File: src/rtl/i2s_audio_tx.sv
// Philips I2S transmitter for the 9-bit excess-256 L/R mix words; generates BCLK/LRCK from Clk.
// Optional build macro I2S_TX_DITHER_EN: fill the LSB padding of each slot from a 16-bit LFSR.
module i2s_audio_tx #(
    parameter int CLK_DIV   = 4,
    parameter int WORD_BITS = 16
) (
    input  logic       Clk,
    input  logic       Reset,
    input  logic [8:0] left_in,
    input  logic [8:0] right_in,
    output logic       i2s_bclk,
    output logic       i2s_lrck,
    output logic       i2s_sdata,
    output logic       sample_strobe
);
    localparam int FRAME = 2 * WORD_BITS;
    localparam int DIV_W = (CLK_DIV > 1) ? $clog2(CLK_DIV) : 1;
    localparam int N_W   = $clog2(FRAME);
    localparam int PAD   = WORD_BITS - 9;
    localparam logic [WORD_BITS-1:0] PAD_MASK = (WORD_BITS'(1) << PAD) - WORD_BITS'(1);

    logic [DIV_W-1:0]     div_q, div_d;
    logic [N_W-1:0]       n_q, n_d;
    logic [FRAME-1:0]     shreg_q, shreg_d;
    logic                 bclk_q, bclk_d;
    logic                 lrck_q, lrck_d;
    logic                 sdata_q, sdata_d;
    logic                 strobe_q, strobe_d;
    logic [WORD_BITS-1:0] pad_w, left_w, right_w;
    logic                 tc, fall, load;

    // Offset-binary to two's complement (flip MSB), left-justified in the slot.
    function automatic logic [WORD_BITS-1:0] conv(input logic [8:0] x,
                                                  input logic [WORD_BITS-1:0] pad);
        return (WORD_BITS'({~x[8], x[7:0]}) << PAD) | (pad & PAD_MASK);
    endfunction

`ifdef I2S_TX_DITHER_EN
    logic [15:0] lfsr_q, lfsr_d;

    assign pad_w = WORD_BITS'(lfsr_q);

    // Fibonacci LFSR, taps 16,14,13,11; steps once per captured sample pair.
    always_comb begin
        lfsr_d = lfsr_q;
        if (load)
            lfsr_d = {lfsr_q[0] ^ lfsr_q[2] ^ lfsr_q[3] ^ lfsr_q[5], lfsr_q[15:1]};
    end

    always_ff @(posedge Clk) begin
        if (Reset) lfsr_q <= 16'hACE1;
        else       lfsr_q <= lfsr_d;
    end
`else
    assign pad_w = '0;
`endif

    assign tc      = (div_q == DIV_W'(CLK_DIV - 1));
    assign fall    = tc && bclk_q;
    assign n_d     = !fall                       ? n_q :
                     (n_q == N_W'(FRAME - 1))    ? '0  : n_q + N_W'(1);
    assign load    = fall && (n_d == N_W'(1));
    assign left_w  = conv(left_in,  pad_w);
    assign right_w = conv(right_in, pad_w);

    // Everything but BCLK moves on the falling edge so the codec sees stable data at rise.
    always_comb begin
        div_d    = tc ? '0 : div_q + DIV_W'(1);
        bclk_d   = tc ? ~bclk_q : bclk_q;
        lrck_d   = lrck_q;
        sdata_d  = sdata_q;
        shreg_d  = shreg_q;
        strobe_d = load;
        if (load) begin
            shreg_d = {left_w, right_w};
            sdata_d = left_w[WORD_BITS-1];
        end else if (fall) begin
            shreg_d = shreg_q << 1;
            sdata_d = shreg_q[FRAME-2];
        end
        if (fall)
            lrck_d = (n_d >= N_W'(WORD_BITS));
    end

    always_ff @(posedge Clk) begin
        if (Reset) begin
            div_q    <= '0;
            n_q      <= '0;
            shreg_q  <= '0;
            bclk_q   <= 1'b0;
            lrck_q   <= 1'b0;
            sdata_q  <= 1'b0;
            strobe_q <= 1'b0;
        end else begin
            div_q    <= div_d;
            n_q      <= n_d;
            shreg_q  <= shreg_d;
            bclk_q   <= bclk_d;
            lrck_q   <= lrck_d;
            sdata_q  <= sdata_d;
            strobe_q <= strobe_d;
        end
    end

    assign i2s_bclk      = bclk_q;
    assign i2s_lrck      = lrck_q;
    assign i2s_sdata     = sdata_q;
    assign sample_strobe = strobe_q;

endmodule

File: config.mk
export PLATFORM = sky130hd
export DESIGN_NAME = i2s_audio_tx
export DESIGN_NICKNAME = d
export VERILOG_FILES = /design/src/rtl/i2s_audio_tx.sv
export SDC_FILE = /design/constraint.sdc
export NUM_CORES = 1
export LEC_CHECK = 0
export ABC_AREA = 0
export CAP_MARGIN = 20
export CORE_MARGIN = 3
export CORE_UTILIZATION = 45
export CTS_CLUSTER_SIZE = 25
export DETAILED_ROUTE_END_ITERATION = 12
export PLACE_DENSITY = 0.74
export SKIP_CTS_REPAIR_TIMING = 1
export SLEW_MARGIN = 40
export SYNTH_ARGS = -nofsm -noshare
export SYNTH_HDL_FRONTEND = slang
export SYNTH_SLANG_ARGS = --single-unit
File: constraint.sdc
create_clock -name Clk -period 2.4 [get_ports Clk]
set_clock_uncertainty 0.15 [all_clocks]
set_input_delay 0.48 -clock Clk [delete_from_list [all_inputs] [get_ports Clk]]
set_output_delay 0.48 -clock Clk [all_outputs]
set_load 0.02 [all_outputs]
==> impl_metrics.csv, run 1 <==
group,metric,value,unit
finish,nNetsFinal,234,
setup_path,path_class,"flip-flop to flip-flop",
sta,fin_crit_sh,93.9,%
global_route,grt_pass1_vias,1446,
global_route,grt.total_usage,19.3,%
min_path,min_path_cells,1,
synthesis,synth_area,0.00162,mm^2
sta,min_period,2.25,ns
clock_network,clk_pin_slew_worst_paths,0.11,ns
synthesis,yosys_most_used_dff,"dfxtp_1",
sta,final_max_slew_viol_count,0,
sta,rsz0062_at_grt,"no",
sta,hold_violations,0,
finish,final_util,60.1,%
die,io_pins,24,
finish,drive_above_1_share,16.5,%
sta,finalSetupViolations,0,
route,drt_wl_total,3890,um
setup_path,ff2ff_path_depth,7,
die,dieHeight,66.1,um
synthesis,avgSynthCellArea,8.54,um^2
finish,area_growth_syn_to_layout,26.4,%
pwr,p_per_area,477,mW/mm^2
placement,place_ws,-0.0144,ns
global_route,antenna_found_initial,0,
global_route,grt_overflow_total,0,
clock_network,clockRootBuffer,"clkbuf_4",
route,drt_pass1_iterations,5,
clock_network,cts_sinks,35,
setup_path,worst_setup_path_start_kind,"flip-flop",
pwr,p_total,0.978,mW
setup_path,arrival,2.31,ns
synthesis,ys_seq_area_share,43.2,%
die,std_cell_rows,21,
synthesis,yosysMostFrequentCell,"dfxtp_1",
run_status,outcome,"finished, final reports clean",
placement,gp_congestion,0.791,
synthesis,ys_seq_elements,35,
route,drc,0,
synthesis,netlist_instances,190,
route,wl_per_cell,15.1,um
sta,setup_tns,0,ns
setup_path,required,2.46,ns
clock_network,htree_levels,2,
global_route,grt_pass1_wl,6490,um
synthesis,synth_top_cell_area_share,43.2,%
min_path,hp-class,"flip-flop to flip-flop",
synthesis,ys_async_sr_fraction,0,%
synthesis,synth_edf_count,0,
placement,port_buffers,23,
clock_network,worst_skew_pair.late_latency,0.33,ns
route,num_vias,1570,
finish,diodes,0,
synthesis,netlist.top_cell.by_area,"dfxtp_1",
synthesis,synthTopCellsByCount,"dfxtp_1, clkbuf_1, nor2_1",
route,ant_nets,0,
global_route,grt_max_degree,41,
finish,n_fill_cell,307,
pwr,p_leak,0.762,nW
sta,tightest_slew,0.417,ns
sta,max-slew-margin-rel,72.2,%
pwr,vdd_drop_max,0.236,mV
die,fp.dieW,66.1,um
synthesis,synth_cell_type_count,29,
placement,post-dp-hpwl,2680,um
clock_network,clockBufferDepth,2,
clock_network,cts_tree,"done",
die,fp.coreArea,0.00342,mm^2
setup_path,end_kind,"flip-flop",
route,avgViaCountPerCell,6.09,
synthesis,synth_area_leaders,"dfxtp_1, a311oi_1, o31ai_1, nand4_1, clkbuf_1",
sta,fin_ws,0.147,ns
setup_path,cp_max_fo,17,
die,die_area,0.00436,mm^2
sta,whs,0.289,ns
flow_run,cap_violations,0,
sta,max_freq,0.444,GHz
synthesis,synth_nets,213,
synthesis,synth_warnings,0,
die,initial_utilization,47.5,%
route,initialDrtViolationCount,124,
clock_network,cts-buffers-inserted,5,
-- cell families (layout without fill, tap and decap cells) --
group	Yosys count	count (layout)	share of synthesized area [%]
AO/OA/AOI/OAI	57	57	26.1
XOR/XNOR	3	3	1.62
adder cells (fa/ha/maj)	3	3	2.31
buffers and inverters	26	48	6.24
flip-flops	35	35	43.2
multiplexers	1	1	0.617
AND/OR/NAND/NOR	65	65	19.9
-- final cells by class --
type	instances	area (um^2)	share of cell area [%]
clock inverters	1	5.00	0.244
clock buffers	7	45.0	2.20
repair buffers	39	354	17.3
inverters	1	3.75	0.183
well taps	46	57.6	2.80
flip-flops and latches	35	701	34.1
multi-input cells	129	886	43.2
-- per-layer routing --
layer / vias up / wire length [um] / global-route usage [%]
met3: 5 / 185 / 4.25
met2: 36 / 1970 / 33.2
met1: 757 / 1680 / 22.9
li1: 772 / - / -
met4: 0 / 57 / 8.38
met5: - / 0 / 0
-- critical path: stages (launching register included) --
cell,delay [ns]
dfxtp_1,0.36
ha_2,0.18
and3_1,0.20
ha_4,0.22
or4_4,0.44
buf_6,0.19
o31ai_1,0.27
a311oi_1,0.13
-- flip-flops by register name, summed over array words and instances (netlist names) --
signal and count:
shreg_q 24, n_q 5, div_q 2, i2s_bclk 1, i2s_lrck 1, i2s_sdata 1, sample_strobe 1
-- power breakdown --
| part | internal (mW) | leakage [nW] | switching [mW] |
|---|---|---|---|
| combinational | 0.0478 | 0.450 | 0.0338 |
| sequential | 0.589 | 0.282 | 0.00491 |
| clock | 0.114 | 0.0293 | 0.189 |
-- cells in the final DEF, fill, tap and decap left out, types with 3 or more instances in the layout --
cell,n
o31ai_2,5
a21oi_1,13
clkdlybuf4s50_1,23
nand4_1,17
buf_4,15
a311oi_1,15
nor2_1,21
o311ai_1,5
dfxtp_1,35
nand2_1,14
nand3_1,3
clkbuf_4,5
o31ai_1,10
-- stage by stage --
stage	cell area [um^2]	instances
after floorplan	1630	190
after global placement	1940	250
after detailed placement	1940	250
after CTS	1990	258
after global routing	2050	258
final	2050	258
-- worst paths after layout --
kind / from / endpoint / slack, ns
hold / removal: div_q[0] / div_q[0] / 0.29
hold reg to reg: div_q[0] / div_q[0] / 0.29
setup reg to reg: n_q[1] / shreg_q[13] / 0.15
setup / recovery: n_q[1] / shreg_q[13] / 0.15
Note: power is estimated with default switching activity, not from simulation.
==> run 2, diff against run 1 <==
--- a/config.mk
+++ b/config.mk
@@ -7,11 +7,13 @@
 export LEC_CHECK = 0
 export ABC_AREA = 0
 export CAP_MARGIN = 20
+export CELL_PAD_IN_SITES_DETAIL_PLACEMENT = 1
+export CELL_PAD_IN_SITES_GLOBAL_PLACEMENT = 2
 export CORE_MARGIN = 3
-export CORE_UTILIZATION = 45
+export CORE_UTILIZATION = 29
 export CTS_CLUSTER_SIZE = 25
 export DETAILED_ROUTE_END_ITERATION = 12
-export PLACE_DENSITY = 0.74
+export PLACE_DENSITY = 0.78
 export SKIP_CTS_REPAIR_TIMING = 1
 export SLEW_MARGIN = 40
 export SYNTH_ARGS = -nofsm -noshare
==> run 2 against run 1 <==
Wire length up 25%. Total power is 19% higher. Register-to-register slack got worse by 0.04 ns.
==> impl_metrics.csv, run 2 (synthesized netlist as in run 1, its figures left out) <==
group,metric,value,unit
setup_path,end_kind,"flip-flop",
pwr,p_per_area,542,mW/mm^2
clock_network,clk_pin_slew_worst_paths,0.07,ns
die,initial_utilization,30.8,%
placement,dpl_cell_area,0.00199,mm^2
setup_path,path_class,"flip-flop to flip-flop",
setup_path,cp_max_fo,12,
finish,largest_reg_flops,24,
setup_path,worst_setup_path_start_kind,"flip-flop",
route,num_vias,1603,
clock_network,worst_skew_pair.late_latency,0.29,ns
route,drt_pass1_iterations,4,
sta,finalSetupViolations,0,
die,fp.dieW,80.8,um
setup_path,arrival,2.30,ns
sta,tightest_slew,0.497,ns
run_status,outcome,"finished, final reports clean",
sta,min_period,2.29,ns
clock_network,cts-buffers-inserted,5,
placement,post-dp-hpwl,3380,um
die,fp.coreArea,0.00527,mm^2
global_route,antenna_found_initial,0,
sta,whs,0.278,ns
clock_network,htree_levels,2,
die,dieHeight,80.8,um
pwr,vdd_drop_max,0.192,mV
finish,final_cell_mix,"dfxtp_1, clkdlybuf4s50_1, nor2_1, buf_4, nand4_1",
placement,place_ws,0.0468,ns
die,std_cell_rows,26,
route,drc,0,
placement,gp_congestion,0.789,
sta,hold_violations,0,
min_path,hp-class,"flip-flop to flip-flop",
global_route,grt.total_usage,16.0,%
sta,setup_tns,0,ns
global_route,grt_pass1_vias,1698,
sta,rsz0062_at_grt,"no",
route,ant_nets,0,
finish,n_fill_cell,630,
sta,fin_ws,0.110,ns
flow_run,cap_violations,0,
finish,area_growth_syn_to_layout,31.9,%
global_route,grt_max_degree,41,
finish,nNetsFinal,237,
clock_network,cts_tree,"done",
route,avgViaCountPerCell,5.62,
finish,drive_above_1_share,17.2,%
finish,final_area,0.00214,mm^2
finish,diodes,0,
die,io_pins,24,
finish,largest_register,"shreg_q",
finish,final_common_cell,"dfxtp_1",
pwr,p_leak,0.819,nW
die,die_area,0.00653,mm^2
route,drt_wl_total,4880,um
finish,reg.largest.list,"shreg_q: 24 flops, n_q: 5 flops, div_q: 2 flops",
clock_network,clockRootBuffer,"clkbuf_8",
sta,max-slew-margin-rel,66.9,%
global_route,grt_pass1_wl,8050,um
clock_network,cts_sinks,35,
clock_network,clockBufferDepth,2,
placement,port_buffers,23,
sta,fin_crit_sh,95.4,%
sta,max_freq,0.437,GHz
global_route,grt_overflow_total,0,
route,initialDrtViolationCount,110,
setup_path,required,2.41,ns
route,wl_per_cell,17.1,um
sta,final_max_slew_viol_count,0,
==> run 2: power breakdown <==
group | total, mW | switching (mW) | internal [mW] | leakage, nW
logic | 0.0866 | 0.0369 | 0.0498 | 0.486
registers | 0.594 | 0.00529 | 0.589 | 0.282
clock network | 0.480 | 0.218 | 0.261 | 0.0505
total | 1.16 | 0.261 | 0.900 | 0.819
==> run 2: final cells by class <==
type	instances	area [um^2]	area share (%)
Inverter	1	3.75	0.175
Tap cell	70	87.6	4.09
Sequential cell	35	701	32.7
Multi-Input combinational cell	129	868	40.6
Timing Repair Buffer	42	377	17.6
Clock inverter	1	7.51	0.351
Clock buffer	7	96.3	4.50
==> run 2: metrics by stage <==
step	instances	utilization (%)	power (mW)
2_1_floorplan	190	-	0.643
3_3_place_gp	277	37.8	0.690
3_5_place_dp	277	37.8	0.693
4_1_cts	285	39.8	1.17
5_1_grt	285	40.6	1.21
6_report	285	40.6	1.16
==> run 2: critical path, stage by stage (launching register included) <==
cell and delay (ns):
dfxtp_1 0.32, ha_2 0.18, and3_1 0.19, ha_1 0.29, or4_4 0.44, buf_6 0.17
o311ai_0 0.33, a21oi_1 0.11
==> run 2: layer usage <==
| layer | share of wire (%) | track usage (%) |
|---|---|---|
| met5 | 0 | 0 |
| met4 | 1.2 | 5.74 |
| met3 | 3.5 | 4.77 |
| met2 | 49 | 27.2 |
| met1 | 46 | 19.1 |
==> run 2: worst paths after layout <==
check | start | to | slack, ns | depth (start not counted)
max | n_q[0] | shreg_q[21] | 0.11 | 7
min | div_q[0] | div_q[0] | 0.28 | 1
max reg2reg | n_q[0] | shreg_q[21] | 0.11 | 7
min reg2reg | div_q[0] | div_q[0] | 0.28 | 1
==> run 3, diff against run 2 <==
--- a/config.mk
+++ b/config.mk
@@ -13,7 +13,7 @@
 export CORE_UTILIZATION = 29
 export CTS_CLUSTER_SIZE = 25
 export DETAILED_ROUTE_END_ITERATION = 12
-export PLACE_DENSITY = 0.78
+export PLACE_DENSITY_LB_ADDON = 0.15
 export SKIP_CTS_REPAIR_TIMING = 1
 export SLEW_MARGIN = 40
 export SYNTH_ARGS = -nofsm -noshare
==> run 3 against run 2 <==
Combinational power fell by 4.0%. Sequential share of layout area rose by 0.27 points. First-iteration DRC count fell by 45%. Worst setup slack got worse by 0.040 ns. Die area did not move. Fmax fell by 1.7%. Sequential cell count did not move. Global-route usage fell by 1.2 points. Register-to-register slack got worse by 0.04 ns. Count of clock-buffer cells in the layout fell by 2. Critical path depth did not move. Critical endpoint is now shreg_q[22]. Largest power group is now the clock network. Highest routed layer unchanged.
==> impl_metrics.csv, run 3 (synthesized netlist as in run 1, its figures left out) <==
group,metric,value,unit
global_route,grt_pass1_wl,7600,um
route,wl_per_cell,15.6,um
finish,final_cell_mix,"dfxtp_1, clkdlybuf4s50_1, nor2_1, nand4_1, a311oi_1",
setup_path,path_cells,"ha_2 -> and3_1 -> ha_1 -> or4_1 -> buf_4 -> o311ai_0 -> a21oi_1",
route,num_vias,1533,
route,ant_nets,0,
global_route,grt_overflow_total,0,
min_path,min_path_cells,1,
placement,place_ws,0.0352,ns
sta,whs,0.276,ns
finish,final_area,0.00212,mm^2
finish,largest_register,"shreg_q",
finish,drive_above_1_share,13.8,%
clock_network,clockBufferDepth,2,
die,dieHeight,80.8,um
finish,reg.largest.list,"shreg_q: 24 flops, n_q: 5 flops, div_q: 2 flops",
die,fp.dieW,80.8,um
clock_network,cts_sinks,35,
setup_path,cpLargestDelayFamily,"simple AND/OR/NAND/NOR gates",
finish,final_util,40.3,%
pwr,vdd_drop_max,0.217,mV
sta,finalSetupViolations,0,
setup_path,cp_max_fo,13,
sta,tightest_slew,0.497,ns
setup_path,cp_num_buf_inv,1,
flow_run,cap_violations,0,
setup_path,end_kind,"flip-flop",
finish,area_growth_syn_to_layout,30.8,%
die,io_pins,24,
min_path,hp-start,"div_q[0]",
die,initial_utilization,30.8,%
placement,dpl_cell_area,0.00197,mm^2
sta,fin_crit_sh,97.1,%
route,drc,0,
placement,port_buffers,23,
finish,multi_input_area,847,um^2
sta,fin_ws,0.0698,ns
setup_path,r2r-end,"shreg_q[22]",
setup_path,worst_setup_path_start_kind,"flip-flop",
route,drt_pass1_iterations,4,
die,std_cell_rows,26,
global_route,grt_max_degree,39,
global_route,grt_pass1_vias,1592,
route,avgViaCountPerCell,5.48,
setup_path,crit_cells,7,
pwr,p_leak,0.815,nW
setup_path,arrival,2.35,ns
sta,hold_violations,0,
setup_path,ff2ff_path_depth,7,
finish,largest_reg_flops,24,
sta,max-slew-margin-rel,66.8,%
placement,post-dp-hpwl,2910,um
global_route,grt.total_usage,14.9,%
finish,nNetsFinal,232,
clock_network,worst_skew_pair.late_latency,0.29,ns
setup_path,critPathMaxStageDelay,0.46,ns
min_path,hp-class,"flip-flop to flip-flop",
placement,gp_congestion,0.775,
setup_path,path_class,"flip-flop to flip-flop",
finish,final-seq-area,701,um^2
setup_path,reg2reg_from,"n_q[0]",
setup_path,worst_path_max_delay_cell,"or4_1",
setup_path,reg2reg_slack,0.07,ns
clock_network,clockRootBuffer,"clkbuf_8",
finish,n_fill_cell,633,
clock_network,cts-buffers-inserted,5,
sta,rsz0062_at_grt,"yes",
run_status,outcome,"finished, final reports clean",
clock_network,cts_tree,"done",
clock_network,htree_levels,2,
die,fp.coreArea,0.00527,mm^2
setup_path,required,2.42,ns
sta,min_period,2.33,ns
finish,diodes,0,
min_path,holdPathEnd,"div_q[0]",
finish,final_common_cell,"dfxtp_1",
clock_network,clk_pin_slew_worst_paths,0.08,ns
pwr,p_per_area,618,mW/mm^2
route,initialDrtViolationCount,61,
sta,max_freq,0.429,GHz
die,die_area,0.00653,mm^2
sta,final_max_slew_viol_count,0,
route,drt_wl_total,4360,um
global_route,antenna_found_initial,0,
[run 3: changes by cell type in the layout (fill, tap and decap cells not counted), moves of 2 or more]
cell       delta
o31ai_2       -2
bufinv_16     +2
buf_4         -5
o31ai_1       +2
clkbuf_8      -2
[run 3: worst max-delay path by stage]
stage | from | end
floorplan | n_q[0] | shreg_q[21]
global route | n_q[0] | shreg_q[22]
global placement | n_q[0] | shreg_q[16]
detailed placement | n_q[0] | shreg_q[16]
CTS | n_q[0] | shreg_q[16]
finish | n_q[0] | shreg_q[22]
[run 3: worst register-to-register path: stages, from the launching register on]
cell	delay, ns
dfxtp_1	0.32
ha_2	0.18
and3_1	0.17
ha_1	0.28
or4_1	0.46
buf_4	0.22
o311ai_0	0.33
a21oi_1	0.11
[run 3: layer usage]
| metal | track usage [%] | part of all wire, % | vias up | wire length (um) |
|---|---|---|---|---|
| met2 | 25.8 | 48 | 22 | 2110 |
| li1 | - | - | 765 | - |
| met1 | 18.0 | 46 | 739 | 2020 |
| met3 | 2.77 | 3.6 | 7 | 155 |
| met5 | 0 | 0 | - | 0 |
| met4 | 6.08 | 1.7 | 0 | 76 |
[run 3: stage by stage]
step	power [mW]	std cells	TNS, ns
floorplan	0.643	190	0
global placement	0.689	272	0
detailed placement	0.691	272	0
CTS	1.34	280	0
global route	1.37	280	-0.0329
finish	1.31	280	0
[run 3: layout make-up]
cell class,instances,area share [%]
sequential,35,33.0
inverter,1,0.177
clock buffer,5,3.24
tap,70,4.12
timing repair buffer,37,16.4
clock inverter,3,3.18
multi-input combinational,129,39.9
[run 3: power breakdown]
group | switching (mW) | internal, mW | total (mW)
clock network | 0.220 | 0.414 | 0.635
registers | 0.00504 | 0.589 | 0.594
logic | 0.0345 | 0.0485 | 0.0831
